[config.mk]
export PLATFORM = sky130hd
export DESIGN_NAME = pipe_hazard_ctrl
export DESIGN_NICKNAME = d
export VERILOG_FILES = /design/src/rtl/hazard_pkg.sv /design/src/rtl/hazard_fwd_sel.sv /design/src/rtl/pipe_hazard_ctrl.sv
export SDC_FILE = /design/constraint.sdc
export NUM_CORES = 1
export LEC_CHECK = 0
export BUFFER_PORTS_ARGS = -buffer_cell sky130_fd_sc_hd__buf_4
export CAP_MARGIN = 20
export CORE_MARGIN = 8
export CORE_UTILIZATION = 42
export CTS_BUF_LIST = sky130_fd_sc_hd__clkbuf_4
export DETAILED_ROUTE_END_ITERATION = 8
export PLACE_DENSITY = 0.78
export SETUP_SLACK_MARGIN = 0.3
export SKIP_LAST_GASP = 1
export SYNTH_ARGS = -nofsm -noshare
export SYNTH_HDL_FRONTEND = slang
export SYNTH_HIERARCHICAL = 1
export SYNTH_SLANG_ARGS = --single-unit
[constraint.sdc]
create_clock -name CLK -period 1.3 [get_ports CLK]
set_input_delay 0.13 -clock CLK [delete_from_list [all_inputs] [get_ports CLK]]
set_output_delay 0.13 -clock CLK [all_outputs]
set_load 0.02 [all_outputs]
[src/rtl/hazard_pkg.sv]
// Purpose : shared types and constants for the pipeline hazard controller.
// Latency : n/a (types, constants and one helper function only).
// Backpressure: n/a.
// Contents: hz_state_t (RUN, MEM_WAIT, ERROR), forwarding select codes,
//           load result-select code, saturating 32-bit increment helper.
package hazard_pkg;

   typedef enum logic [1:0] {
      RUN      = 2'd0,
      MEM_WAIT = 2'd1,
      ERROR    = 2'd2
   } hz_state_t;

   // EX operand select codes
   localparam logic [1:0] FWD_RF  = 2'b00;  // register file value
   localparam logic [1:0] FWD_WB  = 2'b01;  // result from writeback stage
   localparam logic [1:0] FWD_MEM = 2'b10;  // ALU result from memory stage

   // ResultSrcE encoding that marks a load in execute
   localparam logic [1:0] RESULT_SRC_LOAD = 2'b01;

   // Increment that sticks at all-ones instead of wrapping
   function automatic logic [31:0] sat_inc32(input logic [31:0] v);
      return (v == 32'hFFFF_FFFF) ? v : v + 32'd1;
   endfunction

endpackage

[src/rtl/hazard_fwd_sel.sv]
// Purpose : selects the bypass source for one EX-stage operand.
// Latency : combinational, zero cycles.
// Backpressure: none; pure function of the current register tags.
// Ports   : i_rs_e (EX source reg), i_rd_m/i_reg_write_m (M-stage writer),
//           i_rd_w/i_reg_write_w (W-stage writer), o_fwd (select code).
module hazard_fwd_sel (
   input  logic [4:0] i_rs_e,
   input  logic [4:0] i_rd_m,
   input  logic       i_reg_write_m,
   input  logic [4:0] i_rd_w,
   input  logic       i_reg_write_w,
   output logic [1:0] o_fwd
);
   import hazard_pkg::*;

   logic w_rs_nz;
   assign w_rs_nz = (i_rs_e != 5'd0);

   // M is checked first: it holds the younger write to the same register.
   always_comb begin
      o_fwd = FWD_RF;
      if (i_reg_write_m && (i_rd_m == i_rs_e) && w_rs_nz) begin
         o_fwd = FWD_MEM;
      end else if (i_reg_write_w && (i_rd_w == i_rs_e) && w_rs_nz) begin
         o_fwd = FWD_WB;
      end
   end

endmodule

[src/rtl/pipe_hazard_ctrl.sv]
// Purpose : 5-stage pipeline hazard unit: forwarding, load-use stall, branch
//           flush, data-memory wait freeze with timeout to a sticky error.
// Latency : stall/flush/forward outputs combinational; MemErr registered.
// Backpressure: MemReqM & ~MemReadyM freezes F/D/E/M and bubbles W until ack.
// Ports   : CLK, RST (async active-high); Rs1D/Rs2D; Rs1E/Rs2E/RdE/ResultSrcE;
//           RdM/RegWriteM/RdW/RegWriteW; PCSrcE; MemReqM/MemReadyM;
//           StallF/D/E/M, FlushD/E/W, ForwardAE/BE, MemErr.
//           Macro HAZARD_PERF_EN adds LdStallCnt, FlushCnt, MemWaitCnt.
module pipe_hazard_ctrl #(
   parameter int MEM_TIMEOUT = 15
) (
   input  logic       CLK,
   input  logic       RST,
   input  logic [4:0] Rs1D,
   input  logic [4:0] Rs2D,
   input  logic [4:0] Rs1E,
   input  logic [4:0] Rs2E,
   input  logic [4:0] RdE,
   input  logic [1:0] ResultSrcE,
   input  logic [4:0] RdM,
   input  logic [4:0] RdW,
   input  logic       RegWriteM,
   input  logic       RegWriteW,
   input  logic       PCSrcE,
   input  logic       MemReqM,
   input  logic       MemReadyM,
   output logic       StallF,
   output logic       StallD,
   output logic       StallE,
   output logic       StallM,
   output logic       FlushD,
   output logic       FlushE,
   output logic       FlushW,
   output logic [1:0] ForwardAE,
   output logic [1:0] ForwardBE,
   output logic       MemErr
`ifdef HAZARD_PERF_EN
   ,
   output logic [31:0] LdStallCnt,
   output logic [31:0] FlushCnt,
   output logic [31:0] MemWaitCnt
`endif
);
   import hazard_pkg::*;

   localparam logic [7:0] TIMEOUT_C = 8'(MEM_TIMEOUT);

   hz_state_t  r_state;
   logic [7:0] r_wait_cnt;
   logic       r_mem_err;

   logic       w_mem_wait;
   logic       w_lw_stall;
   logic       w_in_error;
   logic       w_freeze;
   logic [1:0] w_fwd_a;
   logic [1:0] w_fwd_b;

   // ---------------------------------------------------------------
   // Forwarding
   // ---------------------------------------------------------------
   hazard_fwd_sel u_fwd_a (
      .i_rs_e        (Rs1E),
      .i_rd_m        (RdM),
      .i_reg_write_m (RegWriteM),
      .i_rd_w        (RdW),
      .i_reg_write_w (RegWriteW),
      .o_fwd         (w_fwd_a)
   );

   hazard_fwd_sel u_fwd_b (
      .i_rs_e        (Rs2E),
      .i_rd_m        (RdM),
      .i_reg_write_m (RegWriteM),
      .i_rd_w        (RdW),
      .i_reg_write_w (RegWriteW),
      .o_fwd         (w_fwd_b)
   );

   // ---------------------------------------------------------------
   // Hazard detection
   // ---------------------------------------------------------------
   assign w_mem_wait = MemReqM & ~MemReadyM;
   assign w_lw_stall = (ResultSrcE == RESULT_SRC_LOAD) && (RdE != 5'd0) &&
                       ((RdE == Rs1D) || (RdE == Rs2D));
   assign w_in_error = (r_state == ERROR);
   // A pending memory access only matters outside ERROR; ERROR freezes anyway.
   assign w_freeze   = w_in_error | w_mem_wait;

   // ---------------------------------------------------------------
   // Memory-wait FSM. The freeze itself is driven combinationally from
   // w_mem_wait so the pipeline holds on the very first cycle of a miss and
   // releases in the same cycle the ack arrives; the FSM only tracks how long
   // the wait has lasted and latches the error.
   // ---------------------------------------------------------------
   always_ff @(posedge CLK or posedge RST) begin
      if (RST) begin
         r_state    <= RUN;
         r_wait_cnt <= 8'd0;
         r_mem_err  <= 1'b0;
      end else begin
         case (r_state)
            RUN: begin
               if (w_mem_wait) begin
                  r_state    <= MEM_WAIT;
                  r_wait_cnt <= 8'd1;
               end
            end
            MEM_WAIT: begin
               if (!w_mem_wait) begin
                  r_state    <= RUN;
                  r_wait_cnt <= 8'd0;
               end else if (r_wait_cnt == TIMEOUT_C) begin
                  r_state   <= ERROR;
                  r_mem_err <= 1'b1;
               end else begin
                  r_wait_cnt <= r_wait_cnt + 8'd1;
               end
            end
            ERROR: begin
               r_mem_err <= 1'b1;
            end
            default: begin
               r_state    <= RUN;
               r_wait_cnt <= 8'd0;
            end
         endcase
      end
   end

   // ---------------------------------------------------------------
   // Stall / flush outputs. Reset forces bubbles into every stage while
   // letting nothing hold, so the pipe drains to NOPs during reset.
   // ---------------------------------------------------------------
   always_comb begin
      StallF = 1'b0;
      StallD = 1'b0;
      StallE = 1'b0;
      StallM = 1'b0;
      FlushD = 1'b0;
      FlushE = 1'b0;
      FlushW = 1'b0;
      if (RST) begin
         FlushD = 1'b1;
         FlushE = 1'b1;
         FlushW = 1'b1;
      end else if (w_freeze) begin
         // Freeze wins over load-use and redirect; a redirect held in E is
         // seen again once the pipe moves.
         StallF = 1'b1;
         StallD = 1'b1;
         StallE = 1'b1;
         StallM = 1'b1;
         FlushW = 1'b1;
      end else begin
         // A redirect squashes the dependent instruction, so no stall.
         StallF = w_lw_stall & ~PCSrcE;
         StallD = w_lw_stall & ~PCSrcE;
         FlushD = PCSrcE;
         FlushE = w_lw_stall | PCSrcE;
      end
   end

   assign ForwardAE = RST ? FWD_RF : w_fwd_a;
   assign ForwardBE = RST ? FWD_RF : w_fwd_b;
   assign MemErr    = r_mem_err;

`ifdef HAZARD_PERF_EN
   // ---------------------------------------------------------------
   // Performance counters (saturating)
   // ---------------------------------------------------------------
   logic [31:0] r_ld_stall_cnt;
   logic [31:0] r_flush_cnt;
   logic [31:0] r_mem_wait_cnt;

   always_ff @(posedge CLK or posedge RST) begin
      if (RST) begin
         r_ld_stall_cnt <= 32'd0;
         r_flush_cnt    <= 32'd0;
         r_mem_wait_cnt <= 32'd0;
      end else if (!w_in_error) begin
         if (w_mem_wait) begin
            r_mem_wait_cnt <= sat_inc32(r_mem_wait_cnt);
         end else begin
            if (w_lw_stall && !PCSrcE) begin
               r_ld_stall_cnt <= sat_inc32(r_ld_stall_cnt);
            end
            if (PCSrcE) begin
               r_flush_cnt <= sat_inc32(r_flush_cnt);
            end
         end
      end
   end

   assign LdStallCnt = r_ld_stall_cnt;
   assign FlushCnt   = r_flush_cnt;
   assign MemWaitCnt = r_mem_wait_cnt;
`endif

endmodule
## Word-level counts from Yosys, hierarchy flattened

Cells that the tools add are included.

- Output and inout port bits: 12
- Input port bits: 44
- Flip-flop bits (word level): 11

- Add/sub/neg operators: 1
- Mux-type cells: 26
- Equality and inequality tests: 15
- Reductions and logical operators: 19
- Bitwise gates (word level): 7

Operators with widths:

| cell | count |
|---|---|
| == test 5 bit | 6 |
| two-way mux 8 bit | 3 |
| one-hot mux 8 bit (3 select lines) | 1 |
| nonzero test 5 bit | 3 |
| two-way mux 2 bit | 7 |
| two-way mux 1 bit | 13 |
| logical AND 1 bit | 10 |
| AND reduction 3 bit | 3 |
| adder 8 x 1 -> 8 bit, second input constant | 1 |
| == test 8 x 4 -> 1 bit, second input constant | 1 |
| inequality test 2 bit, second input constant | 3 |
| inequality test 3 bit, second input constant | 2 |
| one-hot mux 2 bit (3 select lines) | 1 |
| == test 2 x 1 -> 1 bit, second input constant | 2 |
| inverter 1 bit | 3 |
| AND 1 bit | 2 |
| == test 2 bit, second input constant | 1 |
| logical NOT 2 bit | 1 |
| bitwise OR 1 bit | 2 |
| one-hot mux 1 bit (2 select lines) | 1 |
| nonzero test 2 bit | 1 |
| logical OR 1 bit | 1 |

## Depth between registers and ports, before layout

- Depth in word-level cells: 6
- Gate-level depth with buffers: 5

## By module

Netlist, hierarchy kept.

Modules (own cells, without submodules):

| module | seq. area each (sq um) | cells each | times used | area an instance (sq um) |
|---|---|---|---|---|
| pipe_hazard_ctrl | 275.3 | 93 | 1 | 809.5 |
| hazard_fwd_sel | 0.0 | 18 | 2 | 138.9 |

## Worst setup path after synthesis

OpenSTA, ideal clock, no wires.

- Kind: register -> output
- Start point: reg r_state[0]
- End point: out StallF
- Path buffers: 1
- Setup slack: -0.159 ns
- Arrival time: 1.329 ns
- Required time: 1.170 ns
- Cell stages (with the launch flop): 5
- Path through: dfrtp_1 -> nor2b_1 -> a21oi_1 -> o22ai_1 -> buf_4

- Word-level cells in the longest chain between the ends: 4

RTL lines:

| item | line | text |
|---|---|---|
| start, declared | pipe_hazard_ctrl.sv:48 | `hz_state_t r_state;` |
| start signal, assigned | pipe_hazard_ctrl.sv:98 | `r_state <= RUN;` |
| start signal, assigned | pipe_hazard_ctrl.sv:105 | `r_state <= MEM_WAIT;` |
| start signal, assigned | pipe_hazard_ctrl.sv:111 | `r_state <= RUN;` |
| == test 2 bit | pipe_hazard_ctrl.sv:86 | `assign w_in_error = (r_state == ERROR);` |
| bitwise OR 1 bit | pipe_hazard_ctrl.sv:88 | `assign w_freeze = w_in_error \| w_mem_wait;` |
| two-way mux 1 bit (2 in series) | n/a |  |
| end, declared | pipe_hazard_ctrl.sv:27 | `output logic StallF,` |

Every way passes these cells.

## Worst setup path after layout

- Start point: reg r_state[0]
- End point: out FlushE

- Word-level cells in the longest chain between the ends: 4

RTL lines:

| item | line | text |
|---|---|---|
| == test 2 bit | pipe_hazard_ctrl.sv:86 |  |
| bitwise OR 1 bit | pipe_hazard_ctrl.sv:88 |  |
| two-way mux 1 bit | pipe_hazard_ctrl.sv:147 | `end else if (w_freeze) begin` |
| two-way mux 1 bit | pipe_hazard_ctrl.sv:143 | `if (RST) begin` |
| end, declared | pipe_hazard_ctrl.sv:32 | `output logic FlushE,` |

Every way passes these cells.

==> summary by stage <==
Global routing
The pin count of the biggest net entering global routing is 12. Global routing used 19.07% of the available tracks. The total overflow left after global routing is 0. The via count of the first global-routing pass is 1409. The first global-routing pass estimated 6.603 mm of wire. The number of antenna violations at the first check in global routing was 0.

Floorplanning
The die covers 4473 um^2. The initial core utilization is 43.89%. The chip height is 66.88 um. For this design the top-level I/O count stands at 56. Measured along the x axis, the die boundary spans 66.88 um. The floorplan row count is 18.

The area of the placeable core is 2477 um^2.

Clock network
TritonCTS built the clock tree. Buffers inserted during clock tree synthesis total 3. The tree built by TritonCTS fans out to 11 sinks. The clock-pin transition on the worst setup and hold timing paths is 70 ps. The worst-skew pair later-pin latency is 270 ps. The deepest level of the CTS H-tree is 1. The clock passes through at most 2 buffers.

The tree is rooted in a sky130_fd_sc_hd__clkbuf_4.

Power
The total power is 1.121 mW. The fraction of power spent switching nets is 31.20%. The combinational share of power is 45.5%. The clock group share of total power is 22.8%.

The power per cell area is 527.6 nW/um^2. The cell-internal power is 0.7713 mW. For this design the total switching power over the nets is 0.3497 mW. The leakage power of the design is 0.9376 nW. The part of the total power dissipated in sequential elements is 31.8%. The largest voltage drop on the vdd net is 0.6903 mV.

Critical path
The path depth of the worst reg2reg path is 5. The delay contributed by the slowest stage of the critical path is 430 ps. The worst setup path is of the reg2out kind. The kind of start point of the critical path is a register. The number of buffer and inverter stages on the critical path is 1. Data arrives at the worst endpoint at 1400 ps.

The required time of the critical path is 1170 ps. STA classifies the critical path endpoint as an output pin. Of all nets on the critical path, the largest fanout is 4. The slowest stage of the critical path is the sky130_fd_sc_hd__dfrtp_2 cell.

The critical path goes through nor2b_4 -> a21oi_4 -> a21o_1 -> o21bai_4 -> buf_6. The register-to-register setup slack is -210 ps. The end of the worst register-to-register path is r_wait_cnt[1]$_DFFE_PP0P_. The gate family responsible for the most delay along the worst path is flip-flops. In this run the critical register-to-register path is launched from r_state[1]$_DFFE_PP0P_.

Yosys
The top cell type by area accounts for 25.32% of the synthesized area. The number of enable-type register cells in the synthesized netlist is 0. The number of synthesized register bits is 11. Yosys attributes the largest share of cell area to sky130_fd_sc_hd__dfrtp_1 25%, sky130_fd_sc_hd__xor2_1 14%, sky130_fd_sc_hd__xnor2_1 11%, sky130_fd_sc_hd__nand2_1 4.1%, sky130_fd_sc_hd__nor2_1 3.1%. Of the total synthesized cell area, the portion taken by XOR and XNOR cells is 25.78%. The share of synthesized area spent on multiplexers is 0%. After synthesis, the largest family of logic cells by area is simple AND/OR/NAND/NOR gates.

The cell count after synthesis came out at 129. The portion of the post-synthesis area used by sequential elements is 25.32%. The post-synthesis share of cell area spent on full adders, half adders and majority gates is 1.151%. The post-synthesis compound-gate area fraction is 15.07%. The largest total area in the synthesized netlist belongs to sky130_fd_sc_hd__dfrtp_1.

The most common cell in the synthesized netlist is sky130_fd_sc_hd__xor2_1. The prevailing post-synth register cell is sky130_fd_sc_hd__dfrtp_1. When the netlist entered floorplanning its net count stood at 174. The cell area that synthesis handed to floorplanning was 1087 um^2.

After synthesis, the most frequently instantiated cells are 18 x sky130_fd_sc_hd__xor2_1, 14 x sky130_fd_sc_hd__xnor2_1, 12 x sky130_fd_sc_hd__nand2_1, 11 x sky130_fd_sc_hd__dfrtp_1, 9 x sky130_fd_sc_hd__nor2_1. In the synthesized netlist the async set-or-reset flop fraction comes to 100.0%. The number of synthesis warnings is 6. The simple-gate portion of the synthesized area is 30.15%. After synthesis, the netlist uses 38 different library cells. The synthesized area per cell is 8.429 um^2.

STA
The worst slack on hold paths is 354.5 ps. Setup repair after global routing could not meet its margin everywhere. Timing would allow up to 653.0 MHz.

The final hold violation count is 0. The routed design could run at a clock period as short as 1531 ps. The count of final max-slew check failures was 0. The transition time at the pin with the least slew margin is 509.7 ps. In the post-route analysis, the smallest setup slack over all paths is -231.4 ps. The final period utilization is 117.8%. The clock skew after layout is 1.875 ps. The max-slew headroom at the worst pin is 66.02%. The setup-violating endpoint count in the final report is 19.

Placement
At the end of routability-driven placement, the weighted congestion stood at 0.9064. The instance area after placement is 1748 um^2. After detailed placement, the design holds a cell count of 232. During placement, the flow inserted port buffers numbering 55. The total half-perimeter wirelength after legalization and detailed placement is 3.085 mm.

Final layout
The count of placed standard cells in the final layout, fillers left out is 243. The finished cells cover 2125 um^2. The share of post-route cells with drive strength above 1 is 59.15%. Cells fill 85.76% of the core in the end. The repair_antennas step left the layout with diodes totalling 0. The layout overhead on the synthesized area is 95.40%.

In the final design database the tool counted 259 nets.

Routing
After the first detailed-routing iteration, the DRC count stood at 55. The detailed router used layers up to and including met4. In the final routing, the length of wire on met1 measures 1.611 mm. In the routed layout, each cell is associated on average with a via count of 5.329. The number of detailed-routing iterations run before antenna repair is 4.

For this run, design rule violations remaining after detail routing come to 0. Summed over all nets, wire length on met3 after detailed routing comes to 388 um. The routed design has 4.332 mm of wire. Detailed routing inserted a total of 1295 vias. The met2 wire length is 2.237 mm. Once detail routing completed, the nets flagged for antenna violations numbered 0. The detailed-route wire length per cell is 17.83 um.

Worst hold path
The number of cells traversed by the worst hold path is 4. The beginning of the worst hold path is MemReadyM. The worst hold path belongs to the class in2reg. For hold timing, the worst endpoint is r_wait_cnt[6]$_DFFE_PP0P_.

Run
The tool flagged a number of max-cap violations equal to 0.

Run status
The run finished, with violations left. The final reports fail on setup timing.
## sequential cells by signal, indices dropped and copies added (netlist names)
signal      cells
MemErr          1
r_state         2
r_wait_cnt      8
## cell type report
| type | instances | area [um^2] |
|---|---|---|
| repair buffers | 83 | 708.2 |
| flip-flops and latches | 11 | 276.5 |
| clock buffers | 4 | 30.03 |
| multi-input cells | 113 | 1065 |
| inverters | 2 | 7.507 |
| fillers | 131 | 352.8 |
| well taps | 30 | 37.54 |
## routing by layer
metal / global-route usage, % / up-vias
li1: - / 625
met1: 19.32 / 610
met2: 36.56 / 51
met3: 3.691 / 9
met4: 8.094 / 0
met5: 0 / -
## placed cells by master (no fill, tap or decap), types with 3 or more instances in the layout
| cell type | Yosys | final |
|---|---|---|
| sky130_fd_sc_hd__xor2_2 | 0 | 3 |
| sky130_fd_sc_hd__buf_6 | 0 | 16 |
| sky130_fd_sc_hd__nand4_1 | 3 | 3 |
| sky130_fd_sc_hd__nor2_1 | 9 | 6 |
| sky130_fd_sc_hd__nor2b_4 | 1 | 5 |
| sky130_fd_sc_hd__nand2_1 | 12 | 11 |
| sky130_fd_sc_hd__clkbuf_4 | 0 | 4 |
| sky130_fd_sc_hd__xnor2_2 | 0 | 4 |
| sky130_fd_sc_hd__nor2_4 | 0 | 3 |
| sky130_fd_sc_hd__buf_8 | 0 | 3 |
| sky130_fd_sc_hd__xor2_1 | 18 | 14 |
| sky130_fd_sc_hd__dfrtp_1 | 11 | 10 |
| sky130_fd_sc_hd__buf_4 | 2 | 63 |
| sky130_fd_sc_hd__nor3_1 | 6 | 5 |
| sky130_fd_sc_hd__o21ai_1 | 0 | 3 |
| sky130_fd_sc_hd__xnor2_1 | 14 | 10 |
## worst max-delay path by stage
stage / startpoint / endpoint / cells past startpoint
floorplan: r_state[1]$_DFFE_PP0P_ / r_wait_cnt[1]$_DFFE_PP0P_ / 4
global placement: Rs2E[2] / ForwardBE[1] / 6
detailed placement: Rs1E[3] / ForwardAE[0] / 7
CTS: r_state[1]$_DFFE_PP0P_ / FlushE / 5
global route: r_state[0]$_DFFE_PP0P_ / FlushE / 5
finish: r_state[0]$_DFFE_PP0P_ / FlushE / 5
## worst reg2reg max path, stage by stage (launching register included)
cell and delay, ps:
sky130_fd_sc_hd__dfrtp_1 380, sky130_fd_sc_hd__buf_4 140, sky130_fd_sc_hd__or3b_4 390, sky130_fd_sc_hd__nor2b_4 160
sky130_fd_sc_hd__o21bai_1 150, sky130_fd_sc_hd__a32o_1 190
## stage by stage
stage | setup TNS (ps) | worst slack, ps
3_3_place_gp | -890.2 | -201.3
3_5_place_dp | -1253 | -249.4
4_1_cts | -2380 | -263.6
6_report | -2671 | -231.4
5_1_grt | -3569 | -271.3
2_1_floorplan | -116.2 | -47.64
## cells by family (layout without fill, tap and decap cells)
group | count (synthesis) | count (layout)
buffers and inverters | 5 | 89
flip-flops | 11 | 11
adder cells (fa/ha/maj) | 1 | 1
XOR/XNOR | 32 | 32
AND/OR/NAND/NOR | 56 | 56
AO/OA/AOI/OAI | 24 | 24
## power by group through the flow
stage | sequential, mW | combinational [mW] | clock (mW)
after floorplan | 0.366 | 0.167 | 0
final | 0.356 | 0.510 | 0.255
after global routing | 0.356 | 0.543 | 0.275
after CTS | 0.356 | 0.459 | 0.267
after detailed placement | 0.362 | 0.391 | 0
after global placement | 0.362 | 0.380 | 0
## timing repair
item / 4_1_cts / 5_1_grt
hold buffers: 1 / 0
gates resized for setup: 48 / 12
setup buffers: 4 / 2
setup endpoints to repair: 22 / 22
pin swaps: 24 / 13
hold endpoints to repair: 11 / 0
(Power assumes the default switching activity.)
